## src/rtl/imem_fetch_queue_if.sv

```systemverilog
// Fetch-queue bus bundle: imem address/data, the decode valid/ready channel,
// the redirect request and the occupancy readout.
// master = the fetch queue itself, slave = the imem/decode/branch side.
interface imem_fetch_queue_if #(
    parameter int DEPTH = 4
);
    localparam int LW = $clog2(DEPTH + 1);

    logic [31:0]   imem_addr;
    logic [31:0]   imem_instr;
    logic          out_valid;
    logic          out_ready;
    logic [31:0]   out_instr;
    logic [31:0]   out_pc;
    logic          redirect_valid;
    logic [31:0]   redirect_pc;
    logic [LW-1:0] level;

    modport master (
        output imem_addr,
        input  imem_instr,
        output out_valid,
        input  out_ready,
        output out_instr,
        output out_pc,
        input  redirect_valid,
        input  redirect_pc,
        output level
    );

    modport slave (
        input  imem_addr,
        output imem_instr,
        input  out_valid,
        output out_ready,
        input  out_instr,
        input  out_pc,
        output redirect_valid,
        output redirect_pc,
        input  level
    );
endinterface

```

## src/rtl/imem_fetch_queue.sv

```systemverilog
// Fetch-side initiator for a combinational instruction memory.
// Owns the fetch PC, captures {pc, instr} pairs into a small prefetch FIFO
// and presents the FIFO head to decode. A redirect flushes everything and
// reloads the PC; it takes priority over both push and pop.
module imem_fetch_queue #(
    parameter int          DEPTH     = 4,
    parameter logic [31:0] RESET_PC  = 32'h0000_0000,
    parameter logic [31:0] NOP_INSTR = 32'h0000_0013
) (
    input  logic                 clk,
    input  logic                 rst,
    imem_fetch_queue_if.master   bus
);
    localparam int PW = $clog2(DEPTH);
    localparam int LW = $clog2(DEPTH + 1);

    // Architectural state
    logic [31:0]   fetch_pc_q, fetch_pc_d;
    logic [PW-1:0] wptr_q, wptr_d;
    logic [PW-1:0] rptr_q, rptr_d;
    logic [LW-1:0] level_q, level_d;

    // FIFO payload storage; only ever read at a valid head, so it needs no reset
    logic [31:0]   pc_mem_q    [DEPTH];
    logic [31:0]   instr_mem_q [DEPTH];

    logic empty;
    logic full;
    logic pop;
    logic push;

    // Handshake decode: the redirect suppresses the push, and a pop is
    // allowed to free the slot the same-cycle push needs when full.
    always_comb begin
        empty = (level_q == '0);
        full  = (level_q == LW'(DEPTH));
        pop   = !empty && bus.out_ready;
        push  = !bus.redirect_valid && (!full || pop);
    end

    // Next-state computation for PC, pointers and occupancy
    always_comb begin
        fetch_pc_d = fetch_pc_q;
        wptr_d     = wptr_q;
        rptr_d     = rptr_q;
        level_d    = level_q;
        if (bus.redirect_valid) begin
            // Flush: any pop this cycle is discarded along with the contents
            fetch_pc_d = {bus.redirect_pc[31:2], 2'b00};
            wptr_d     = '0;
            rptr_d     = '0;
            level_d    = '0;
        end else begin
            if (push) begin
                wptr_d     = wptr_q + PW'(1);
                fetch_pc_d = fetch_pc_q + 32'd4;
            end
            if (pop) begin
                rptr_d = rptr_q + PW'(1);
            end
            case ({push, pop})
                2'b10:   level_d = level_q + LW'(1);
                2'b01:   level_d = level_q - LW'(1);
                default: level_d = level_q;
            endcase
        end
    end

    // State registers with asynchronous reset
    always_ff @(posedge clk or posedge rst) begin
        if (rst) begin
            fetch_pc_q <= RESET_PC;
            wptr_q     <= '0;
            rptr_q     <= '0;
            level_q    <= '0;
        end else begin
            fetch_pc_q <= fetch_pc_d;
            wptr_q     <= wptr_d;
            rptr_q     <= rptr_d;
            level_q    <= level_d;
        end
    end

    // Capture the word imem returns for the current fetch PC
    always_ff @(posedge clk) begin
        if (push) begin
            pc_mem_q[wptr_q]    <= fetch_pc_q;
            instr_mem_q[wptr_q] <= bus.imem_instr;
        end
    end

    // Head presentation; empty FIFO shows a NOP at pc 0
    always_comb begin
        bus.imem_addr = fetch_pc_q;
        bus.level     = level_q;
        bus.out_valid = !empty;
        bus.out_instr = NOP_INSTR;
        bus.out_pc    = 32'h0;
        if (!empty) begin
            bus.out_instr = instr_mem_q[rptr_q];
            bus.out_pc    = pc_mem_q[rptr_q];
        end
    end
endmodule

```

## src/flat_wrapper.sv

```systemverilog
// flat-port wrapper written by rule: the top's interface ports become plain ports
module imem_fetch_queue_flat 
#(
    parameter int          DEPTH     = 4,
    parameter logic [31:0] RESET_PC  = 32'h0000_0000,
    parameter logic [31:0] NOP_INSTR = 32'h0000_0013
)
  (clk, rst, bus_imem_addr, bus_imem_instr, bus_out_valid, bus_out_ready, bus_out_instr, bus_out_pc, bus_redirect_valid, bus_redirect_pc, bus_level);
  imem_fetch_queue_if #(.DEPTH(DEPTH)) bus_i ();
  input  logic clk;
  input  logic rst;
  output wire logic [$bits(bus_i.imem_addr)-1:0] bus_imem_addr;
  input wire logic [$bits(bus_i.imem_instr)-1:0] bus_imem_instr;
  output wire logic [$bits(bus_i.out_valid)-1:0] bus_out_valid;
  input wire logic [$bits(bus_i.out_ready)-1:0] bus_out_ready;
  output wire logic [$bits(bus_i.out_instr)-1:0] bus_out_instr;
  output wire logic [$bits(bus_i.out_pc)-1:0] bus_out_pc;
  input wire logic [$bits(bus_i.redirect_valid)-1:0] bus_redirect_valid;
  input wire logic [$bits(bus_i.redirect_pc)-1:0] bus_redirect_pc;
  output wire logic [$bits(bus_i.level)-1:0] bus_level;
  assign bus_imem_addr = bus_i.imem_addr;
  assign bus_i.imem_instr = bus_imem_instr;
  assign bus_out_valid = bus_i.out_valid;
  assign bus_i.out_ready = bus_out_ready;
  assign bus_out_instr = bus_i.out_instr;
  assign bus_out_pc = bus_i.out_pc;
  assign bus_i.redirect_valid = bus_redirect_valid;
  assign bus_i.redirect_pc = bus_redirect_pc;
  assign bus_level = bus_i.level;
  imem_fetch_queue #(.DEPTH(DEPTH), .RESET_PC(RESET_PC), .NOP_INSTR(NOP_INSTR)) u_core (.clk(clk), .rst(rst), .bus(bus_i));
endmodule
```

## config.mk

```make
export PLATFORM = sky130hd
export DESIGN_NAME = imem_fetch_queue_flat
export DESIGN_NICKNAME = d
export VERILOG_FILES = /design/src/rtl/imem_fetch_queue_if.sv /design/src/rtl/imem_fetch_queue.sv /design/src/flat_wrapper.sv
export SDC_FILE = /design/constraint.sdc
export NUM_CORES = 1
export LEC_CHECK = 0
export ABC_CLOCK_PERIOD_IN_PS = 4300
export CAP_MARGIN = 15
export CORE_MARGIN = 4
export CORE_UTILIZATION = 40
export CTS_CLUSTER_SIZE = 14
export DETAILED_ROUTE_END_ITERATION = 6
export PLACE_DENSITY = 0.72
export SLEW_MARGIN = 30
export SYNTH_ARGS = -nofsm -noshare
export SYNTH_HDL_FRONTEND = slang
export SYNTH_SLANG_ARGS = --single-unit
export TNS_END_PERCENT = 1
```

## constraint.sdc

```tcl
create_clock -name clk -period 4.3 [get_ports clk]
set_input_delay 0.43 -clock clk [delete_from_list [all_inputs] [get_ports clk]]
set_output_delay 0.43 -clock clk [all_outputs]
set_load 0.005 [all_outputs]
```

==> results.md, run 1 <==
- Outcome: finished, final reports clean
- Synthesis-to-finish area growth: 27.6%
- Synth top area cells: edfxtp_1 (64%), mux4_2 (12%), dfrtp_1 (7.9%)
- Post-Syn Area per Cell: 17.6 sq um
- Die width: 179 um
- Vias in the first global route: 6793
- Initial antenna violation count: 1
- Post-layout minimum cycle time: 3.36 ns
- GRT Total Usage: 0.161
- Drt wl/cell: 20.5 um
- Post-CTS sizing: 0
- Max-Cap Viols: 0
- Largest net degree at the start of global routing: 64
- Most frequent cells in the layout: edfxtp_1 (248), clkdlybuf4s50_1 (161), mux4_2 (62), and2_1 (61)
- CP startpoint kind: register
- # DRC: 0
- Seq pwr share: 0.426
- Power Density: 553 nW/um^2
- Crit-path max FO: 28
- Comb power frac: 0.239
- Fillers: 2339
- Setup TNS: 0 ns
- IO buf count: 161
- Setup crit end kind: primary output
- Worst-Margin Slew: 0.816 ns
- Die area: 31900 sq um
- Dpl cell area: 13700 sq um
- Commonest non-fill, non-tap cell in the layout: edfxtp_1
- Clock slew at reported path FFs: 0.06 ns
- CTS Buffer Depth: 3
- Final max-slew violation count: 0
- Worst hold path class: in -> async
- Sequential-to-total area share from yosys stat: 0.718
- Yosys Warn Count: 0
- Library cells used by synthesis: 47
- Pleak: 0.00487 uW
- Share of cells above drive strength 1: 0.162
- Yosys top cell area share: 0.639
- Hold Fails Final Rpt: 0
- Grt ovf: 0
- Cell row count: 62
- Most used DFF post-synth: edfxtp_1
- Hpwl dp: 15500 um
- DR pass1 iterations: 5
- I/O pins: 168
- First-pass GRT wire length: 39700 um
- Yosys reg bits: 285
- Initial DRC Count: 458
- DR vias/cell: 5.36
- Design area: 14900 sq um
- Initial Util: 0.406
- CTS root buf: clkbuf_16
- Final core utilization: 0.518
- Clock power frac: 0.335
- DR vias: 6632
- Sw Ratio: 0.249
- Max IR drop VDD: 0.000265 V
- WS Path Type: reg -> out
- Post-route antenna net violation count: 0
- Area leader, netlist: edfxtp_1
- Fmax: 298 MHz
- Nets: 904
- N_diodes: 0
- Share of the clock period used by the worst path: 0.781
- Setup bufs post-CTS: 0
- Post-synthesis cell count: 664
- Critical Path RT: 3.87 ns
- Internal: 6180 uW
- Gpl congestion: 0.811
- RSZ-0062 raised after global routing: no
- Clk_lat worst skew: 0.54 ns
- Fraction of registers with async set/reset: 0.130
- Hold-fix buffers, CTS: 0
- Slew headroom: 0.454
- Setup Skew: 0.0202 ns
- H-tree depth: 1
- Synthesized area: 11700 sq um
- Final setup fails: 0
- Worst EP arrival: 2.93 ns
- Psw: 2050 uW
- Clock sinks: 285
- WL final: 25300 um
- Core area: 28700 sq um
- CTS tree: done
- EDFF count, synth: 248
- CTS Buf Count: 30
- Die Height: 179 um
==> kinds of logic (layout without fill, tap and decap cells) <==
group,count (synthesis),after routing,synth area share
flip-flops,285,285,0.718
AND/OR/NAND/NOR,195,195,0.0969
multiplexers,63,63,0.121
AO/OA/AOI/OAI,55,55,0.0313
buffers and inverters,49,236,0.0180
XOR/XNOR,10,10,0.00751
adder cells (fa/ha/maj),6,6,0.00708
other,1,4,0.000322
==> layout make-up <==
cell class                      count  area (sq um)  area share
Clock buffer                       38           897      0.0603
Clock inverter                     18           203      0.0136
Inverter                            9          36.3     0.00244
Multi-Input combinational cell    333          3120       0.209
Sequential cell                   285          8380       0.563
Tap cell                          384           480      0.0323
Timing Repair Buffer              171          1760       0.118
==> power groups by stage <==
stage | registers, uW | clock network [uW] | logic, uW
final | 3510 | 2750 | 1970
after global placement | 3580 | 0 | 1950
after detailed placement | 3590 | 0 | 1990
after CTS | 3540 | 2820 | 2000
after global routing | 3550 | 2940 | 2150
after floorplan | 3450 | 0 | 1020
==> synth_stat cells (all sizes together) (6+ instances only) <==
library cell,instances
o31ai,16
o21ai,12
a31oi,14
nand3,15
and3,8
or4,15
and2,61
clkbuf,25
buf,15
dfrtp,37
mux4,62
nor2,24
inv,8
nand4,15
xor2,7
nor3,6
nand2,27
edfxtp,248
==> through the flow <==
step | worst slack, ns | hold WS (ns) | cells | power, uW
2_1_floorplan | 1.28 | 0.529 | 667 | 4470
3_3_place_gp | 1.30 | 0.554 | 1177 | 5540
3_5_place_dp | 1.36 | 0.570 | 1181 | 5580
4_1_cts | 0.836 | 0.399 | 1237 | 8350
5_1_grt | 0.736 | 0.427 | 1238 | 8640
6_report | 0.944 | 0.367 | 1238 | 8220
==> path summary, 6_finish.rpt <==
check	start	to	slack, ns	depth (start not counted)
max	u_core.rptr_q[0]	bus_out_instr[3]	0.94	4
min	rst	u_core.rptr_q[1]	0.37	3
max reg2reg	u_core.bus.level[1]	u_core.bus.level[1]	1.56	7
min reg2reg	u_core.wptr_q[1]	u_core.wptr_q[1]	0.58	2
max in group asynchronous	rst	u_core.rptr_q[0]	3.52	3
min in group clk	bus_redirect_pc[18]	u_core.bus.imem_addr[18]	0.45	3
==> per-layer routing <==
| metal | up-vias | share of wire | track usage | wire, um |
|---|---|---|---|---|
| li1 | 2985 | - | - | - |
| met1 | 3360 | 0.43 | 0.226 | 10900 |
| met2 | 259 | 0.49 | 0.267 | 12300 |
| met3 | 28 | 0.073 | 0.0310 | 1860 |
| met4 | 0 | 0.013 | 0.0281 | 333 |
| met5 | - | 0 | 0 | 0 |
==> worst max-delay path: stages (launching register included) <==
cell and delay [ns]:
dfrtp_4 0.81, buf_4 0.38, mux4_2 0.53, and2_1 0.19, clkdlybuf4s50_1 0.45
==> flip-flops by register name, indices dropped and copies added, names as in the netlist <==
register,flops
u_core.bus.level,3
u_core.wptr_q,2
u_core.bus.imem_addr,30
u_core.rptr_q,2
u_core.instr_mem_q,128
u_core.pc_mem_q,120
Power figures use the tool's default switching activity.
==> run 2: changes to the inputs <==
--- a/config.mk
+++ b/config.mk
@@ -5,7 +5,7 @@
 export SDC_FILE = /design/constraint.sdc
 export NUM_CORES = 1
 export LEC_CHECK = 0
-export ABC_CLOCK_PERIOD_IN_PS = 4300
+export ABC_CLOCK_PERIOD_IN_PS = 3100
 export CAP_MARGIN = 15
 export CORE_MARGIN = 4
 export CORE_UTILIZATION = 40
==> constraint.sdc (replaced) <==
create_clock -name clk -period 3.1 [get_ports clk]
set_input_delay 0.31 -clock clk [delete_from_list [all_inputs] [get_ports clk]]
set_output_delay 0.31 -clock clk [all_outputs]
set_load 0.005 [all_outputs]
==> run 2 against run 1 <==
  * Register-to-register slack got worse by 0.92 ns
  * Total power rose by 42%
  * Final cell count increased by 0.65%
  * Worst hold slack worse by 0.14 ns
  * Combinational power rose by 46%
  * Setup slack lost 0.76 ns
  * Highest routed layer unchanged
==> results.md, run 2 (same netlist as run 1, synthesis figures left out) <==
- Commonest non-fill, non-tap cell in the layout: edfxtp_1
- Hold Fails Final Rpt: 0
- Die Height: 179 um
- Fillers: 2338
- Worst hold path class: in -> async
- CTS root buf: clkbuf_16
- Grt ovf: 0
- Initial DRC Count: 484
- Fmax: 343 MHz
- Clk_lat worst skew: 0.54 ns
- RSZ-0062 raised after global routing: no
- Max-Cap Viols: 0
- Multi-input gate area: 3120 sq um
- Setup bufs post-CTS: 0
- Max stage delay on crit path: 0.56 ns
- Top reg by flops: u_core.instr_mem_q
- Clock sinks: 285
- N_diodes: 0
- CTS Buf Count: 30
- Vias in the first global route: 6885
- CP startpoint kind: register
- Worst path slowest cell: mux4_2
- Final max-slew violation count: 0
- Setup TNS: 0 ns
- Final setup fails: 0
- I/O pins: 168
- Die width: 179 um
- First-pass GRT wire length: 40100 um
- Critical Path RT: 2.79 ns
- H-tree depth: 1
- Pleak: 0.00495 uW
- Hpwl dp: 16200 um
- Share of cells above drive strength 1: 0.171
- Setup crit end kind: primary output
- Worst-Margin Slew: 0.663 ns
- CTS tree: done
- CTS Buffer Depth: 3
- Largest net degree at the start of global routing: 45
- IO buf count: 161
- Setup Skew: 0.00997 ns
- Slew headroom: 0.555
- Placed insts: 1190
- Post-route antenna net violation count: 0
- Die area: 31900 sq um
- # DRC: 0
- Nets: 912
- DR vias: 6670
- Synthesis-to-finish area growth: 28.7%
- Post-layout minimum cycle time: 2.92 ns
- Share of the clock period used by the worst path: 0.941
- R2R cell count: 4
- Non-Filler Instances: 1246
- Cell row count: 62
- WS Path Type: reg -> out
- Crit-path max FO: 22
- DR pass1 iterations: 5
- Gpl congestion: 0.805
- Initial antenna violation count: 0
- Most frequent cells in the layout: edfxtp_1 (248), clkdlybuf4s50_1 (161), mux4_2 (62), and2_1 (61), dfrtp_1 (35)
- Initial Util: 0.406
- Worst EP arrival: 2.61 ns
- Power Density: 781 nW/um^2
- Max IR drop VDD: 0.000414 V
- DR vias/cell: 5.35
- WL final: 25600 um
- Drt wl/cell: 20.6 um
- Max reg flops: 128
- Crit-path cells: buf_4 -> mux4_2 -> and2_1 -> clkdlybuf4s50_1
- Outcome: finished, final reports clean
- GRT Total Usage: 0.163
- Seq. cell area: 8380 sq um
- Core area: 28700 sq um
- Clock slew at reported path FFs: 0.06 ns
-- run 2: worst max-delay path: cells and delay by family, from the launching register on --
kind | cells | cell delay [ns]
buf+inv | 2 | 0.91
mux | 1 | 0.56
flops | 1 | 0.42
simple gates | 1 | 0.18
-- run 2: repair_timing --
action / in CTS / in global routing
hold buffers: 0 / 0
gates resized for setup: 1 / 1
hold endpoints to repair: 0 / 0
setup endpoints to repair: 48 / 2
-- run 2: routing by layer --
metal | up-vias | global-route usage | part of all wire
li1 | 2999 | - | -
met1 | 3395 | 0.226 | 0.43
met2 | 240 | 0.268 | 0.49
met3 | 36 | 0.0367 | 0.065
met4 | 0 | 0.0336 | 0.016
met5 | - | 0 | 0
-- run 2: through the flow --
stage	hold slack, ns	cell area (sq um)	utilization	setup slack (ns)	total power (uW)
floorplan	0.409	11700	-	0.148	6200
global placement	0.562	13700	0.479	0.353	7750
detailed placement	0.577	13800	0.482	0.357	7820
CTS	0.215	15000	0.522	0.0952	11900
global route	0.261	15000	0.523	0.0326	12300
finish	0.224	15000	0.523	0.182	11700
-- run 2: power breakdown --
part	switching [uW]	internal [uW]
Sequential	241	4550
Clock	1420	2620
Combinational	1190	1690
Total	2860	8860
-- run 2: area by class of cell --
| cell class | instances | share of cell area |
|---|---|---|
| flip-flops and latches | 285 | 0.559 |
| clock buffers | 37 | 0.0546 |
| clock inverters | 19 | 0.0217 |
| inverters | 9 | 0.00225 |
| repair buffers | 179 | 0.123 |
| well taps | 384 | 0.0320 |
| multi-input cells | 333 | 0.208 |
-- run 2: final timing paths --
| kind | from | endpoint | slack, ns |
|---|---|---|---|
| setup reg to reg | u_core.bus.imem_addr[6] | u_core.bus.imem_addr[27] | 0.64 |
| max in group asynchronous | rst | u_core.rptr_q[0] | 2.45 |
| hold reg to reg | u_core.wptr_q[1] | u_core.wptr_q[1] | 0.58 |
| hold / removal | rst | u_core.rptr_q[1] | 0.22 |
| setup / recovery | u_core.rptr_q[0] | bus_out_pc[30] | 0.18 |
| min in group clk | bus_redirect_pc[17] | u_core.bus.imem_addr[17] | 0.34 |
==> run 3: changes to the inputs <==
--- a/config.mk
+++ b/config.mk
@@ -5,13 +5,14 @@
 export SDC_FILE = /design/constraint.sdc
 export NUM_CORES = 1
 export LEC_CHECK = 0
+export ABC_AREA = 1
 export ABC_CLOCK_PERIOD_IN_PS = 3100
 export CAP_MARGIN = 15
-export CORE_MARGIN = 4
+export CORE_MARGIN = 2
 export CORE_UTILIZATION = 40
 export CTS_CLUSTER_SIZE = 14
 export DETAILED_ROUTE_END_ITERATION = 6
-export PLACE_DENSITY = 0.72
+export PLACE_DENSITY = 0.71
 export SLEW_MARGIN = 30
 export SYNTH_ARGS = -nofsm -noshare
 export SYNTH_HDL_FRONTEND = slang
==> run 3 against run 2 <==
  * Worst hold slack got worse by 0.091 ns
  * Utilization decreased by 0.90 points
  * Setup slack got worse by 0.12 ns
  * Count of clock-buffer cells in the layout increased by 1
  * Total power decreased by 4.2%
  * Sequential power increased by 1%
  * Largest power group unchanged
==> results.md, run 3 <==
- Outcome: finished, final reports clean
- Worst hold path class: in -> async
- Hpwl dp: 18900 um
- Gr busiest metal: met2
- Critical Path RT: 2.79 ns
- Area leader, netlist: edfxtp_1
- Initial antenna violation count: 0
- Max reg flops: 128
- Library cells used by synthesis: 36
- Nets: 1351
- Slew headroom: 0.587
- Non-Filler Instances: 1689
- Met1 usage: 0.256
- Yosys Warn Count: 0
- RSZ-0062 raised after global routing: yes
- Initial DRC Count: 830
- Worst path slowest cell: inv_2
- Hold Fails Final Rpt: 0
- I/O pins: 168
- WHS: 0.133 ns
- Setup bufs post-CTS: 0
- Final setup fails: 0
- Vias in the first global route: 8690
- Synthesis-to-finish area growth: 25.9%
- DR vias/cell: 5.21
- Most frequent cells in the layout: nor2_1 (295), edfxtp_1 (248), clkdlybuf4s50_1 (161), nand2_1 (136), o21ai_0 (134)
- Grt met3 use: 0.0292
- Hold-fix buffers, CTS: 0
- Die Height: 178 um
- Fraction of registers with async set/reset: 0.130
- Synth top area cells: edfxtp_1 (61%), nor2_1 (9.2%), dfrtp_1 (7.6%)
- Clock slew at reported path FFs: 0.07 ns
- H-tree depth: 1
- Reg2Reg Setup Slack: 1.02 ns
- Max-Cap Viols: 0
- Post-layout minimum cycle time: 3.04 ns
- Share of the clock period used by the worst path: 0.980
- Count leader, synth: nor2_1
- Design area: 15300 sq um
- Top reg by flops: u_core.instr_mem_q
- Placed insts: 1636
- Initial Util: 0.408
- CP startpoint kind: register
- RR Endpoint: u_core.instr_mem_q[2][4]
- Post-Syn Area per Cell: 10.9 sq um
- Worst EP arrival: 2.73 ns
- Pleak: 0.00547 uW
- Post-route antenna net violation count: 0
- N_diodes: 0
- CTS tree: done
- GRT Total Usage: 0.189
- Fmax: 329 MHz
- R2R cell count: 5
- IO buf count: 161
- CTS root buf: clkbuf_16
- Post-CTS sizing: 0
- Core area: 29800 sq um
- Setup Skew: 0.0263 ns
- Power Density: 733 nW/um^2
- First-pass GRT wire length: 46600 um
- Max stage delay on crit path: 0.54 ns
- Crit-path max FO: 27
- CTS Buffer Depth: 3
- Drt wl/cell: 17.8 um
- Die area: 31800 sq um
- Total design power: 11200 uW
- List of most frequent post-synthesis cells: nor2_1 (299), edfxtp_1 (248), nand2_1 (136), o21ai_0 (134), a21oi_1 (66)
- Synthesized area: 12200 sq um
- GR Util met2: 0.316
- Yosys top cell area share: 0.613
- Commonest non-fill, non-tap cell in the layout: nor2_1
- DR pass1 iterations: 5
- Yosys reg bits: 285
- CTS Buf Count: 29
- Sequential-to-total area share from yosys stat: 0.689
- Cell row count: 63
- Dpl cell area: 14300 sq um
- EDFF count, synth: 248
- Setup crit end kind: primary output
- Final core utilization: 0.514
- Crit path buffers/inverters: 4
- Grt ovf: 0
- Largest net degree at the start of global routing: 86
- Crit-path cells: inv_1 -> nand3_2 -> inv_2 -> buf_4 -> a21oi_1 -> clkdlybuf4s50_1
- Worst r2r src: u_core.bus.level[1]
- Fillers: 2581
- Share of cells above drive strength 1: 0.0754
- Max IR drop VDD: 0.000449 V
- Post-synthesis cell count: 1114
- WL final: 30100 um
- Worst-Margin Slew: 0.619 ns
- Die width: 178 um
- Top delay family on crit path: buffers and inverters
- WS Path Type: reg -> out
- Gpl congestion: 0.847
- Most used DFF post-synth: edfxtp_1
- # DRC: 0
- Final max-slew violation count: 0
- DR vias: 8796
- Clk_lat worst skew: 0.54 ns
- Clock sinks: 285
[run 3: cell type report]
cell class / instances / area [sq um] / share of cell area
clock buffer: 38 / 790 / 0.0516
clock inverter: 15 / 185 / 0.0121
inverter: 44 / 166 / 0.0109
multi-input combinational: 730 / 3360 / 0.220
sequential: 285 / 8380 / 0.547
tap: 390 / 488 / 0.0319
timing repair buffer: 187 / 1940 / 0.127
[run 3: worst max-delay path by stage]
stage,start,slack (ns),cells past startpoint,to
floorplan,u_core.bus.level[1],-0.87,5,u_core.instr_mem_q[0][0]
detailed placement,u_core.rptr_q[0],0.58,6,bus_out_pc[16]
finish,u_core.bus.level[1],0.06,6,bus_out_instr[28]
global route,u_core.bus.level[1],-0.07,6,bus_out_instr[20]
global placement,u_core.rptr_q[0],0.58,6,bus_out_pc[16]
CTS,u_core.rptr_q[0],0.008,6,bus_out_pc[16]
[run 3: metrics by stage]
step | setup TNS [ns] | setup WS [ns]
3_5_place_dp | 0 | 0.584
2_1_floorplan | -214.66 | -0.866
4_1_cts | 0 | 0.00811
6_report | 0 | 0.0624
5_1_grt | -1.50 | -0.0726
3_3_place_gp | 0 | 0.576
[run 3: where the power goes]
group / switching, uW / internal, uW / total [uW]
clock: 1410 / 2120 / 3530
combinational: 1520 / 1330 / 2850
sequential: 264 / 4570 / 4840
[run 3: cell families (layout without fill, tap and decap cells)]
| family | count (synthesis) | in the layout | synth area share |
|---|---|---|---|
| xor+xnor | 8 | 8 | 0.00576 |
| buf+inv | 102 | 284 | 0.0382 |
| compound gates | 230 | 230 | 0.100 |
| other cells | 1 | 4 | 0.000309 |
| simple gates | 482 | 482 | 0.160 |
| flops | 285 | 285 | 0.689 |
| fa+ha+maj | 6 | 6 | 0.00679 |
[run 3: metal layers]
layer | wire length, um | share of wire
met1 | 12800 | 0.43
met2 | 14100 | 0.47
met3 | 2460 | 0.082
met4 | 704 | 0.023
met5 | 0 | 0
